[src/rtl/dmem_arbiter_pkg.sv]
// Shared types for the data-memory arbiter: request bundle, FSM states, one-hot helper.
package dmem_arbiter_pkg;

  typedef logic [31:0] u32_t;
  typedef logic [3:0]  wrstb_t;

  localparam int DMEM_AW = 10;

  typedef struct packed {
    u32_t   addr;
    u32_t   wrdata;
    wrstb_t wrstb;
  } mem_req_t;

  typedef enum logic {ARB_IDLE, ARB_RESP} arb_state_t;

  // Index of the set bit in a one-hot vector of up to four requesters.
  function automatic int onehot_idx(input logic [3:0] oh);
    int idx;
    idx = 0;
    for (int i = 0; i < 4; i++) begin
      if (oh[i]) idx = i;
    end
    return idx;
  endfunction

endpackage

[src/rtl/dmem_arbiter_pick.sv]
// Combinational one-hot picker: first valid port found scanning upward from rr_ptr (with wrap).
module arb_pick #(
  parameter int N_REQ = 2,
  parameter int PTR_W = 1
) (
  input  logic [N_REQ-1:0] valid,
  input  logic [PTR_W-1:0] rr_ptr,
  output logic [N_REQ-1:0] grant
);

  logic [PTR_W-1:0] idx;
  logic             found;

  always_comb begin
    grant = '0;
    found = 1'b0;
    idx   = '0;
    for (int i = 0; i < N_REQ; i++) begin
      idx = PTR_W'((int'(rr_ptr) + i) % N_REQ);
      if (!found && valid[idx]) begin
        grant[idx] = 1'b1;
        found      = 1'b1;
      end
    end
  end

endmodule

[src/rtl/dmem_arbiter.sv]
// Single-port dmem arbiter with one-cycle response routing; fixed priority by default,
// round-robin when DMEM_ARB_RR_EN is defined.
module dmem_arbiter
  import dmem_arbiter_pkg::*;
#(
  parameter int N_REQ  = 2,
  parameter int ADDR_W = 32
) (
  input  logic                    clk,
  input  logic                    rst_n,
  input  logic [N_REQ-1:0]        req_valid,
  output logic [N_REQ-1:0]        req_ready,
  input  logic [N_REQ*ADDR_W-1:0] req_addr,
  input  logic [N_REQ*32-1:0]     req_wrdata,
  input  logic [N_REQ*4-1:0]      req_wrstb,
  output logic [N_REQ-1:0]        rsp_valid,
  output logic [31:0]             rsp_rddata,
  output logic [31:0]             mem_addr,
  output logic [31:0]             mem_wrdata,
  output logic [3:0]              mem_wrstb,
  input  logic [31:0]             mem_rddata
);

  localparam int PTR_W = (N_REQ > 1) ? $clog2(N_REQ) : 1;

  logic [N_REQ-1:0] grant;
  logic [N_REQ-1:0] owner;
  logic [PTR_W-1:0] rr_ptr;
  mem_req_t         win;
  u32_t             held_addr;
  u32_t             held_wrdata;
  arb_state_t       state;
  arb_state_t       state_nxt;
  logic             any_grant;

`ifdef DMEM_ARB_RR_EN
  logic [3:0]       grant4;
  logic [PTR_W-1:0] rr_nxt;

  always_comb begin
    grant4              = '0;
    grant4[N_REQ-1:0]   = grant;
    rr_nxt              = PTR_W'((onehot_idx(grant4) + 1) % N_REQ);
  end

  always_ff @(posedge clk) begin
    if (!rst_n)         rr_ptr <= '0;
    else if (any_grant) rr_ptr <= rr_nxt;
  end
`else
  assign rr_ptr = '0;
`endif

  // Requests are masked during reset so nothing is granted while rst_n is low.
  arb_pick #(.N_REQ(N_REQ), .PTR_W(PTR_W)) u_pick (
    .valid  (req_valid & {N_REQ{rst_n}}),
    .rr_ptr (rr_ptr),
    .grant  (grant)
  );

  assign any_grant = |grant;
  assign req_ready = grant;

  always_comb begin
    win = '0;
    for (int i = 0; i < N_REQ; i++) begin
      if (grant[i]) begin
        win.addr   = u32_t'(req_addr[i*ADDR_W +: ADDR_W]);
        win.wrdata = req_wrdata[i*32 +: 32];
        win.wrstb  = req_wrstb[i*4 +: 4];
      end
    end
  end

  // Address/data hold their last granted value when idle to avoid toggling the memory pins.
  always_ff @(posedge clk) begin
    if (!rst_n) begin
      held_addr   <= '0;
      held_wrdata <= '0;
    end else if (any_grant) begin
      held_addr   <= win.addr;
      held_wrdata <= win.wrdata;
    end
  end

  assign mem_addr   = any_grant ? win.addr   : held_addr;
  assign mem_wrdata = any_grant ? win.wrdata : held_wrdata;
  assign mem_wrstb  = win.wrstb;

  always_ff @(posedge clk) begin
    if (!rst_n) begin
      state <= ARB_IDLE;
      owner <= '0;
    end else begin
      state <= state_nxt;
      owner <= grant;
    end
  end

  always_comb begin
    state_nxt = any_grant ? ARB_RESP : ARB_IDLE;
    rsp_valid = '0;
    if (state == ARB_RESP && rst_n) rsp_valid = owner;
  end

  assign rsp_rddata = mem_rddata;

endmodule

[config.mk]
export PLATFORM = sky130hd
export DESIGN_NAME = dmem_arbiter
export DESIGN_NICKNAME = d
export VERILOG_FILES = /design/src/rtl/dmem_arbiter_pkg.sv /design/src/rtl/dmem_arbiter_pick.sv /design/src/rtl/dmem_arbiter.sv
export SDC_FILE = /design/constraint.sdc
export NUM_CORES = 1
export LEC_CHECK = 0
export BUFFER_PORTS_ARGS = -buffer_cell sky130_fd_sc_hd__clkbuf_2
export CAP_MARGIN = 0
export CORE_ASPECT_RATIO = 1.5
export CORE_MARGIN = 10
export CORE_UTILIZATION = 42
export CTS_BUF_LIST = sky130_fd_sc_hd__clkbuf_8
export DETAILED_ROUTE_END_ITERATION = 6
export PLACE_DENSITY = 0.73
export SETUP_SLACK_MARGIN = 0.3
export SKIP_LAST_GASP = 1
export SLEW_MARGIN = 5
export SYNTH_ARGS = -nofsm -noshare
export SYNTH_HDL_FRONTEND = slang
export SYNTH_SLANG_ARGS = --single-unit
export TNS_END_PERCENT = 30
[constraint.sdc]
create_clock -name clk -period 1 [get_ports clk]
set_input_delay 0 -clock clk [delete_from_list [all_inputs] [get_ports clk]]
set_output_delay 0 -clock clk [all_outputs]
set_load 0.05 [all_outputs]
# == Word level (Yosys, flattened, before mapping) ==
# Cells that the tools add are included.
# Widths: inputs -> output; s select.
# word_totals
ff_bits,67
input_bits,172
out_inout_bits,104
# op_classes
muxes,9
bitwise_logic,1
reduce_logical,4
# ops
operator,n
$mux 68,2
$mux 32,2
$mux 2,2
$mux 1,3
$and 2x2->2,1
$logic_and 1x1->1,2
$reduce_or 2->1,1
$logic_not 1->1,1

# == Logic depth before layout (Yosys ltp) ==
# Gate-level depths: netlist of run 1.
# depth
word_depth,8
ltp_mapped,6
mapped_depth_nobuf,2

# == Hierarchy ==
# Synthesis of run 1 repeated with hierarchy kept, for this count alone.
# hier_totals
cells_unflattened,410
area_unflattened_um2,3757.4
# modules_own_cells
mod,n_inst,cells_each,area_per_inst_um2
dmem_arbiter,1,407,3738.6
arb_pick,1,3,18.8

# == Worst setup path after synthesis of run 1 ==
# No wires, ideal clock.
# synth_timing
path_kind,input to output
from,input req_valid[0]
to,output mem_wrstb[1]
arrival_time_ns,1.669
slack_ns,-0.669
stages,5
path_buffers,3
path_cell_list,buf_6 buf_6 buf_2 nand3b_1 a21boi_0
# synth_via
elab_chain_len,6
# synth_rtl
element,line_no,rtl
from (decl),dmem_arbiter.sv:11,"input logic [N_REQ-1:0] req_valid,"
$and 2x2->2 *,dmem_arbiter.sv:56,".valid (req_valid & {N_REQ{rst_n}}),"
$mux 1,dmem_arbiter_pick.sv:20,if (!found && valid[idx]) begin
$logic_not 1->1,dmem_arbiter_pick.sv:20,
$logic_and 1x1->1,dmem_arbiter_pick.sv:20,
$mux 2 *,dmem_arbiter_pick.sv:20,
$mux 68 *,dmem_arbiter.sv:67,if (grant[i]) begin
to (decl),dmem_arbiter.sv:20,"output logic [3:0] mem_wrstb,"
# Every way passes the cells marked *; elsewhere a longest branch is shown, timed or not.

# == Worst setup path in the final report of run 1 ==
# layout_timing
from,register held_wrdata[2]
to,output mem_wrdata[2]
# layout_via
elab_chain_len,1
# layout_rtl
element,line_no,rtl
from (decl),dmem_arbiter.sv:31,u32_t held_wrdata;
from (signal assigned),dmem_arbiter.sv:82,held_wrdata <= win.wrdata;
$mux 32,n/a,
to (decl),dmem_arbiter.sv:19,"output logic [31:0] mem_wrdata,"
# Every way passes these cells.

==> flow_metrics.py, run 1 <==
metrics = {
    "setup_path": {
        "critPathCaptureType": "output port",
        "rr_worst_depth": 3,
        "r2r_slack_ns": -0.03,
        "slowest_delay_ns": 0.34,
        "critPathKind": "register to output port",
        "critPathMaxFanout": 2,
        "r2r_end": "held_addr[13]",
        "critPathLaunch": "held_wrdata[2]",
        "worst_setup_path_start_kind": "register",
        "cp_data_arrival_time_ns": 1.19,
        "path_cells": "inv_1 > o211ai_1 > buf_12",
        "worstPathRequired_ns": 1.00,
        "crit_slowest_cell": "dfxtp_1",
        "timing.rr.start": "held_addr[13]",
    },
    "power": {
        "peakVddDrop_mv": 0.677,
        "power.density_nw_per_um2": 1070,
        "power.leakage_nw": 4.40,
    },
    "layout": {
        "diodes": 0,
        "stdcell_count": 1047,
        "syn2layout_area_growth_pct": 54.4,
        "drive_gt1_frac": 0.578,
        "fillers": 1079,
        "nNetsFinal": 1023,
    },
    "synth": {
        "synth_ff_type": "dfxtp_1",
        "yosysSeqAreaShare": 0.224,
        "syn_nets": 813,
        "yosys.area.top_type": "dfxtp_1",
        "yosysUniqueCellTypes": 25,
        "synth_async_sr_flop_share": 0,
        "synth.most_common_cell": "dfxtp_1",
        "ys_warn_count": 0,
        "ys_ff_latch": 67,
        "synth-edff-count": 0,
        "yosysTopAreaCellShare": 0.224,
        "synthTopCellsByArea": "dfxtp_1 (22%), mux2_4 (15%), o211a_1 (11%)",
        "avgSynthCellArea_um2": 9.35,
        "syn_inst": 641,
        "syn_area_um2": 5990,
    },
    "placement": {
        "dp_hpwl_mm": 13.9,
        "io_buffers": 211,
        "gp_congestion": 0.780,
        "placed_cells": 975,
    },
    "detailed_routing": {
        "vias": 5770,
        "remaining_drc_errors": 0,
        "final_antenna_net_count": 0,
        "routed_wl_mm": 19.3,
        "drt_iter0_markers": 292,
        "firstDrtPassIters": 4,
        "routed_via_density": 5.51,
        "wl_per_cell_um": 18.4,
    },
    "clock_tree": {
        "clk_latency_ns": 0.35,
        "cts-root-buf": "clkbuf_8",
        "cts.sinks": 67,
        "clk_pin_slew_worst_paths_ns": 0.08,
        "cts_buffer_depth": 2,
        "htreeDepth": 3,
        "cts_made_buffers": 9,
        "tritoncts": "built",
    },
    "min_path": {
        "min_path_type": "input port to output port",
        "hp-start": "mem_rddata[14]",
        "min_to": "rsp_rddata[14]",
        "min_path_cells": 0,
    },
    "sta": {
        "fin_crit_sh": 1.19,
        "max_clock_freq_mhz": 840,
        "rsz0062_at_grt": "true",
        "clock_skew_ns": 0,
        "drv_slew": 0,
        "finalHoldViolCount": 0,
        "slew_headroom": 0.760,
        "finalSetupViolCount": 72,
        "layout_setup_ws_ns": -0.190,
        "hold-worst-slack_ns": 0.0000193,
        "worstMarginPinSlew_ns": 0.359,
        "fin_crit_ns": 1.19,
    },
    "global_routing": {
        "overflow": 0,
        "grt_pass1_wl_mm": 31.0,
        "grtUsageTotal": 0.189,
        "first_global_vias": 6149,
        "grt_antenna_before_repair": 0,
        "grt_max_degree": 57,
    },
    "floorplanning": {
        "die_x_um": 118,
        "design.core.area_um2": 14000,
        "die_h_um": 166,
        "die-area_um2": 19500,
        "io_pins": 276,
        "rows": 53,
        "start_util": 0.428,
    },
    "run_status": {
        "violations": "negative setup slack",
        "status": "complete, but fails checks",
    },
    "job": {
        "drv_cap": 0,
    },
}
[per-stage QoR]
stage               cell area, um2  power (mW)  worst slack (ns)  TNS, ns   util
detailed placement            8340        7.64           -0.0575    -1.90  0.596
finish                        9250        9.86            -0.190    -5.30  0.661
floorplan                     6260        6.10            -0.250    -5.60      -
global placement              8340        7.58           -0.0354   -0.720  0.596
global route                  9250        10.4            -0.244    -9.26  0.661
CTS                           9160        9.93            -0.218    -8.59  0.655
[worst max path at each step]
stage,endpoint,slack [ns],depth (start not counted)
detailed placement,mem_addr[22],-0.06,5
finish,mem_wrdata[2],-0.19,3
global route,mem_addr[27],-0.24,3
global placement,mem_addr[22],-0.04,5
floorplan,mem_addr[22],-0.25,4
CTS,mem_wrdata[2],-0.22,3
[final cells by class]
class                   instances  area, um2  share of cell area
inverters                      64        240              0.0260
flip-flops and latches         67       1410               0.152
repair buffers                306       3200               0.345
clock buffers                  10        138              0.0149
well taps                     192        240              0.0260
multi-input cells             403       4010               0.433
clock inverters                 5       22.5             0.00243
[cell usage in the layout, fill, tap and decap left out, types with 27 or more instances in the layout]
master / Yosys / routed
clkbuf_2: 1 / 136
nand2b_1: 64 / 64
dlygate4sd3_1: 0 / 51
o211ai_4: 0 / 27
dfxtp_2: 0 / 55
inv_2: 0 / 55
buf_12: 0 / 76
mux2_4: 60 / 60
nand3_1: 64 / 64
buf_4: 37 / 27
nand4b_1: 64 / 64
o211a_1: 64 / 64
[state kept, by name (all words and copies together), names as in the netlist]
signal,flops
held_addr,32
owner,2
held_wrdata,32
state,1
[layer usage]
layer,GRT usage,share of wire,up-vias
met5,0,0,-
met3,0.0531,0.063,71
met1,0.174,0.34,2794
met2,0.360,0.55,180
li1,-,-,2725
met4,0.108,0.046,0
[cell families after synthesis]
logic type	count (synthesis)	synth area share
buffers and inverters	171	0.155
flip-flops	67	0.224
AO/OA/AOI/OAI	133	0.235
multiplexers	64	0.158
AND/OR/NAND/NOR	206	0.228
[report_power, final]
| group | total (mW) | internal (mW) | switching (mW) | leakage [nW] |
|---|---|---|---|---|
| combinational | 4.86 | 2.43 | 2.43 | 3.74 |
| clock | 1.96 | 0.924 | 1.03 | 0.0943 |
| sequential | 3.04 | 2.91 | 0.131 | 0.573 |
[repair_timing]
item,4_1_cts,5_1_grt
resized for setup,71,69
endpoints found under the hold margin,53,0
endpoints found under the setup margin,136,136
pin swaps,39,28
setup buffers,3,3
hold buffers,51,0
[critical path, delay by kind of cell (launching register included)]
| family | cells | cell delay (ns) |
|---|---|---|
| DFF | 1 | 0.34 |
| AOI/OAI and AO/OA | 1 | 0.27 |
| buffers and inverters | 2 | 0.23 |
Power figures use the tool's default switching activity.
==> run 2: changes to the inputs <==
--- a/config.mk
+++ b/config.mk
@@ -10,7 +10,7 @@
 export CORE_ASPECT_RATIO = 1.5
 export CORE_MARGIN = 10
 export CORE_UTILIZATION = 42
-export CTS_BUF_LIST = sky130_fd_sc_hd__clkbuf_8
+export CTS_BUF_LIST = sky130_fd_sc_hd__clkbuf_4 sky130_fd_sc_hd__clkbuf_8 sky130_fd_sc_hd__clkbuf_16
 export DETAILED_ROUTE_END_ITERATION = 6
 export PLACE_DENSITY = 0.73
 export SETUP_SLACK_MARGIN = 0.3
==> flow_metrics.py, run 2 (synthesis results as in run 1) <==
metrics = {
    "run_status": {
        "status": "complete, but fails checks",
        "violations": "negative setup slack",
    },
    "global_routing": {
        "first_global_vias": 5822,
        "grt_antenna_before_repair": 0,
        "grt_max_degree": 57,
        "overflow": 0,
        "grt_pass1_wl_mm": 29.4,
        "grtUsageTotal": 0.180,
    },
    "setup_path": {
        "r2r_end": "held_wrdata[30]",
        "critPathLaunch": "held_wrdata[2]",
        "critPathCaptureType": "output port",
        "rr_worst_depth": 3,
        "worst_setup_path_start_kind": "register",
        "path_cells": "inv_1 > o211ai_1 > buf_12",
        "crit_slowest_cell": "dfxtp_1",
        "slowest_delay_ns": 0.34,
        "timing.rr.start": "held_wrdata[30]",
        "critPathKind": "register to output port",
        "worstPathRequired_ns": 1.00,
        "r2r_slack_ns": -0.03,
        "critPathMaxFanout": 2,
        "cp_data_arrival_time_ns": 1.16,
    },
    "detailed_routing": {
        "remaining_drc_errors": 0,
        "drt_iter0_markers": 319,
        "vias": 5486,
        "routed_wl_mm": 18.4,
        "routed_via_density": 5.48,
        "firstDrtPassIters": 7,
        "wl_per_cell_um": 18.4,
        "final_antenna_net_count": 0,
    },
    "clock_tree": {
        "clk_pin_slew_worst_paths_ns": 0.06,
        "cts-root-buf": "clkbuf_16",
        "cts_buffer_depth": 2,
        "tritoncts": "built",
        "htreeDepth": 3,
        "clk_latency_ns": 0.33,
        "cts.sinks": 67,
        "cts_made_buffers": 9,
    },
    "power": {
        "power_mw": 10.7,
        "power.leakage_nw": 4.27,
        "p_comb_frac": 0.440,
        "p_int_mw": 7.00,
        "p_seq_frac": 0.285,
        "p_sw_frac": 0.343,
        "peakVddDrop_mv": 0.696,
        "switchingPower_mw": 3.66,
        "clockPowerShare": 0.275,
        "power.density_nw_per_um2": 1200,
    },
    "floorplanning": {
        "start_util": 0.428,
        "die-area_um2": 19500,
        "io_pins": 276,
        "rows": 53,
        "die_h_um": 166,
        "design.core.area_um2": 14000,
        "die_x_um": 118,
    },
    "layout": {
        "syn2layout_area_growth_pct": 48.3,
        "stdcell_count": 1001,
        "drive_gt1_frac": 0.616,
        "final_cell_mix": "clkbuf_2 (136), buf_12 (75)",
        "layout_commonest_cell": "clkbuf_2",
        "reg.largest.list": "held_addr x32, held_wrdata x32, owner x2",
        "utilization": 0.635,
        "multi_input_area_um2": 3980,
        "nNetsFinal": 977,
        "final_area_um2": 8890,
        "register_area_um2": 1410,
        "fillers": 1137,
        "diodes": 0,
    },
    "placement": {
        "placed_cells": 975,
        "pre_cts_ws_ns": -0.0575,
        "post_dp_cell_area_um2": 8340,
        "io_buffers": 211,
        "gp_congestion": 0.780,
        "dp_hpwl_mm": 13.9,
    },
    "sta": {
        "fin_crit_ns": 1.16,
        "hold-worst-slack_ns": 0.0000193,
        "clock_skew_ns": 0,
        "finalHoldViolCount": 0,
        "finalSetupViolCount": 70,
        "layout_setup_ws_ns": -0.163,
        "slew_headroom": 0.778,
        "finalSetupTns_ns": -3.82,
        "rsz0062_at_grt": "true",
        "drv_slew": 0,
        "worstMarginPinSlew_ns": 0.333,
        "fin_crit_sh": 1.16,
        "max_clock_freq_mhz": 860,
    },
    "min_path": {
        "hp-start": "mem_rddata[14]",
        "min_path_type": "input port to output port",
        "min_path_cells": 0,
        "min_to": "rsp_rddata[14]",
    },
    "job": {
        "drv_cap": 0,
    },
}
-- run 2: changes by cell type in the layout (fill, tap and decap cells not counted), sizes merged --
cell         before  now
dlygate4sd3      51    5
inv              66   64
clkbuf          159  161
-- run 2: critical path, delay by kind of cell, from the launching register on --
family / cells / cell delay, ns
flip-flops: 1 / 0.34
AO/OA/AOI/OAI: 1 / 0.27
buffers and inverters: 2 / 0.22
-- run 2: area by class of cell --
class	count	share of cell area
repair buffers	260	0.309
clock inverters	3	0.00169
inverters	64	0.0270
well taps	192	0.0270
multi-input cells	403	0.448
clock buffers	12	0.0286
flip-flops and latches	67	0.159
-- run 2: what timing repair did --
action / in CTS / in global routing
pin swaps: 39 / 29
setup buffers: 2 / 4
hold buffers: 5 / 0
resized for setup: 70 / 72
endpoints found under the setup margin: 136 / 136
endpoints found under the hold margin: 5 / 0
-- run 2: power by group through the flow --
stage / Sequential (mW) / Clock [mW] / Combinational, mW
after CTS: 3.01 / 3.04 / 4.71
after detailed placement: 3.03 / 0 / 4.61
final: 3.04 / 2.93 / 4.69
after floorplan: 3.00 / 0 / 3.09
after global placement: 3.02 / 0 / 4.55
after global routing: 3.06 / 3.14 / 4.93
-- run 2: worst max path at each step --
stage | to | slack (ns) | depth (start not counted)
after global routing | mem_wrdata[31] | -0.21 | 3
after CTS | mem_wrdata[2] | -0.18 | 3
after detailed placement | mem_addr[22] | -0.06 | 5
final | mem_wrdata[2] | -0.16 | 3
after floorplan | mem_addr[22] | -0.25 | 4
after global placement | mem_addr[22] | -0.04 | 5
-- run 2: routing by layer --
| layer | vias to the layer above | wire length [um] | track usage |
|---|---|---|---|
| li1 | 2632 | - | - |
| met1 | 2651 | 6330 | 0.168 |
| met2 | 145 | 10100 | 0.347 |
| met3 | 58 | 1160 | 0.0466 |
| met4 | 0 | 746 | 0.0939 |
| met5 | - | 0 | 0 |
==> run 3: changes to the inputs <==
--- a/config.mk
+++ b/config.mk
@@ -9,14 +9,15 @@
 export CAP_MARGIN = 0
 export CORE_ASPECT_RATIO = 1.5
 export CORE_MARGIN = 10
-export CORE_UTILIZATION = 42
+export CORE_UTILIZATION = 41
 export CTS_BUF_LIST = sky130_fd_sc_hd__clkbuf_4 sky130_fd_sc_hd__clkbuf_8 sky130_fd_sc_hd__clkbuf_16
 export DETAILED_ROUTE_END_ITERATION = 6
-export PLACE_DENSITY = 0.73
+export PLACE_DENSITY = 0.81
 export SETUP_SLACK_MARGIN = 0.3
 export SKIP_LAST_GASP = 1
 export SLEW_MARGIN = 5
 export SYNTH_ARGS = -nofsm -noshare
 export SYNTH_HDL_FRONTEND = slang
+export SYNTH_HIERARCHICAL = 1
 export SYNTH_SLANG_ARGS = --single-unit
 export TNS_END_PERCENT = 30
==> flow_metrics.py, run 3 <==
metrics = {
    "layout": {
        "drive_gt1_frac": 0.675,
        "reg.largest.list": "held_addr x32, held_wrdata x32, owner x2",
        "multi_input_area_um2": 3210,
        "nNetsFinal": 837,
        "final_cell_mix": "clkbuf_2 (139), buf_12 (86), buf_4 (75)",
        "stdcell_count": 785,
        "register_area_um2": 1340,
        "syn2layout_area_growth_pct": 119,
        "layout_commonest_cell": "clkbuf_2",
        "fillers": 298,
        "final_area_um2": 8210,
    },
    "power": {
        "power.density_nw_per_um2": 1540,
        "p_sw_frac": 0.345,
        "switchingPower_mw": 4.36,
        "p_comb_frac": 0.457,
        "p_int_mw": 8.29,
        "power.leakage_nw": 3.27,
        "clockPowerShare": 0.303,
        "p_seq_frac": 0.240,
        "peakVddDrop_mv": 1.29,
    },
    "placement": {
        "placed_cells": 721,
        "pre_cts_ws_ns": -0.456,
        "io_buffers": 211,
        "post_dp_cell_area_um2": 7170,
        "gp_congestion": 0.848,
        "dp_hpwl_mm": 13.5,
    },
    "clock_tree": {
        "htreeDepth": 3,
        "tritoncts": "built",
        "cts-root-buf": "clkbuf_16",
        "cts_buffer_depth": 2,
        "cts.sinks": 67,
        "clk_latency_ns": 0.34,
        "cts_made_buffers": 9,
    },
    "sta": {
        "finalSetupViolCount": 128,
        "drv_slew": 0,
        "max_clock_freq_mhz": 668,
        "rsz0062_at_grt": "true",
        "fin_crit_sh": 1.50,
        "finalHoldViolCount": 0,
        "clock_skew_ns": 0,
        "fin_crit_ns": 1.50,
        "layout_setup_ws_ns": -0.497,
    },
    "synth": {
        "synthTopCellsByArea": "dfxtp_1 (36%), mux2i_1 (17%), a211oi_1 (13%)",
        "yosysUniqueCellTypes": 19,
        "ys_ff_latch": 67,
        "yosysTopAreaCellShare": 0.357,
        "muxShareOfSynthArea": 0.170,
        "synth-simple-area-share": 0.120,
        "syn_area_um2": 3760,
        "synth_top_family_by_area": "compound AO/OA/AOI/OAI gates",
        "synth-edff-count": 0,
        "synth_ff_type": "dfxtp_1",
        "yosys.area.top_type": "dfxtp_1",
        "avgSynthCellArea_um2": 9.16,
        "yosys-top-cells-count": "dfxtp_1 (67), nor2b_1 (65), a211oi_1 (64), a21oi_1 (64), mux2i_1 (64)",
        "synth_async_sr_flop_share": 0,
        "syn_inst": 410,
        "synthAdderAreaFrac": 0,
        "ys_warn_count": 6,
        "synth_compound_area_frac": 0.226,
        "synth_xor_area_frac": 0,
        "synth.most_common_cell": "dfxtp_1",
        "yosysSeqAreaShare": 0.357,
    },
    "setup_path": {
        "critPathMaxFanout": 6,
        "slowest_delay_ns": 0.29,
        "critPathTopFamily": "buffers and inverters",
        "critPathCaptureType": "output port",
        "critPathKind": "input port to output port",
        "worstPathRequired_ns": 1.00,
        "path_cells": "buf_8 > and2_4 > a21boi_4 > buf_6 > buf_12 > buf_16 > mux2i_4 > a21oi_4 > buf_12",
        "cp_data_arrival_time_ns": 1.50,
        "path_buf_inv": 5,
        "worst_setup_path_start_kind": "input port",
        "crit_slowest_cell": "mux2i_4",
        "path_common_cell": "buf_12",
    },
    "detailed_routing": {
        "vias": 4533,
        "routed_via_density": 5.77,
        "routed_wl_mm": 21.6,
        "wl_per_cell_um": 27.6,
        "firstDrtPassIters": 4,
        "final_antenna_net_count": 0,
        "drt_iter0_markers": 215,
        "remaining_drc_errors": 0,
    },
    "floorplanning": {
        "start_util": 0.423,
        "rows": 42,
        "die_x_um": 98.2,
        "die_h_um": 137,
        "die-area_um2": 13500,
        "design.core.area_um2": 8880,
        "io_pins": 276,
    },
    "global_routing": {
        "overflow": 0,
        "grt_antenna_before_repair": 4,
        "first_global_vias": 4857,
        "grt_pass1_wl_mm": 26.8,
        "grtUsageTotal": 0.256,
        "grt_max_degree": 37,
    },
    "job": {
        "drv_cap": 0,
    },
    "run_status": {
        "violations": "negative setup slack",
        "status": "complete, but fails checks",
    },
    "min_path": {
        "min_path_type": "input port to output port",
    },
}
-- run 3: metal layers --
layer,track usage,part of all wire,up-vias
met4,0.178,0.083,0
met1,0.215,0.30,2181
li1,-,-,1970
met2,0.488,0.55,275
met5,0,0,-
met3,0.0898,0.072,107
-- run 3: final cells by class --
class                   count  share of cell area
multi-input cells         273               0.391
repair buffers            311               0.383
flip-flops and latches     67               0.163
clock buffers              12              0.0309
inverters                   3             0.00228
clock inverters             4              0.0119
diodes                      5             0.00152
well taps                 110              0.0168
-- run 3: worst paths after layout --
| check | start | end | slack [ns] | cells after the start |
|---|---|---|---|---|
| min | mem_rddata[13] | rsp_rddata[13] | 0.00002 | 0 |
| max reg2reg | held_wrdata[4] | held_wrdata[4] | -0.17 | 4 |
| min reg2reg | held_addr[1] | held_addr[1] | 0.65 | 2 |
| max | rst_n | mem_addr[16] | -0.50 | 9 |
-- run 3: timing repair --
action                     in CTS  in global routing
gates resized for setup        20                 30
setup endpoints to repair     137                137
pin swaps                       1                 14
hold buffers                    0                  0
buffers inserted               14                 27
cloned                          2                  0
-- run 3: stage by stage --
stage / utilization / hold WS (ns) / setup TNS [ns] / total power, mW
finish: 0.925 / 0.0000193 / -33.06 / 12.7
global route: 0.925 / 0.0000718 / -39.14 / 12.9
CTS: 0.882 / 0.000341 / -27.27 / 12.2
detailed placement: 0.808 / 0.000341 / -49.96 / 8.26
global placement: 0.808 / 0.000341 / -45.48 / 8.15
floorplan: - / 0.127 / -59.30 / 6.27
-- run 3: kinds of logic (layout without fill, tap and decap cells) --
logic type	count (synthesis)	in the layout
AO/OA/AOI/OAI	134	134
buffers and inverters	71	330
flip-flops	67	67
multiplexers	64	64
other	1	7
AND/OR/NAND/NOR	73	73
-- run 3: power groups by stage --
stage               clock [mW]  sequential (mW)  combinational, mW
floorplan                    0             3.03               3.24
global placement             0             3.04               5.11
detailed placement           0             3.05               5.21
CTS                       3.77             3.01               5.42
global route              3.91             3.05               5.95
finish                    3.83             3.04               5.78
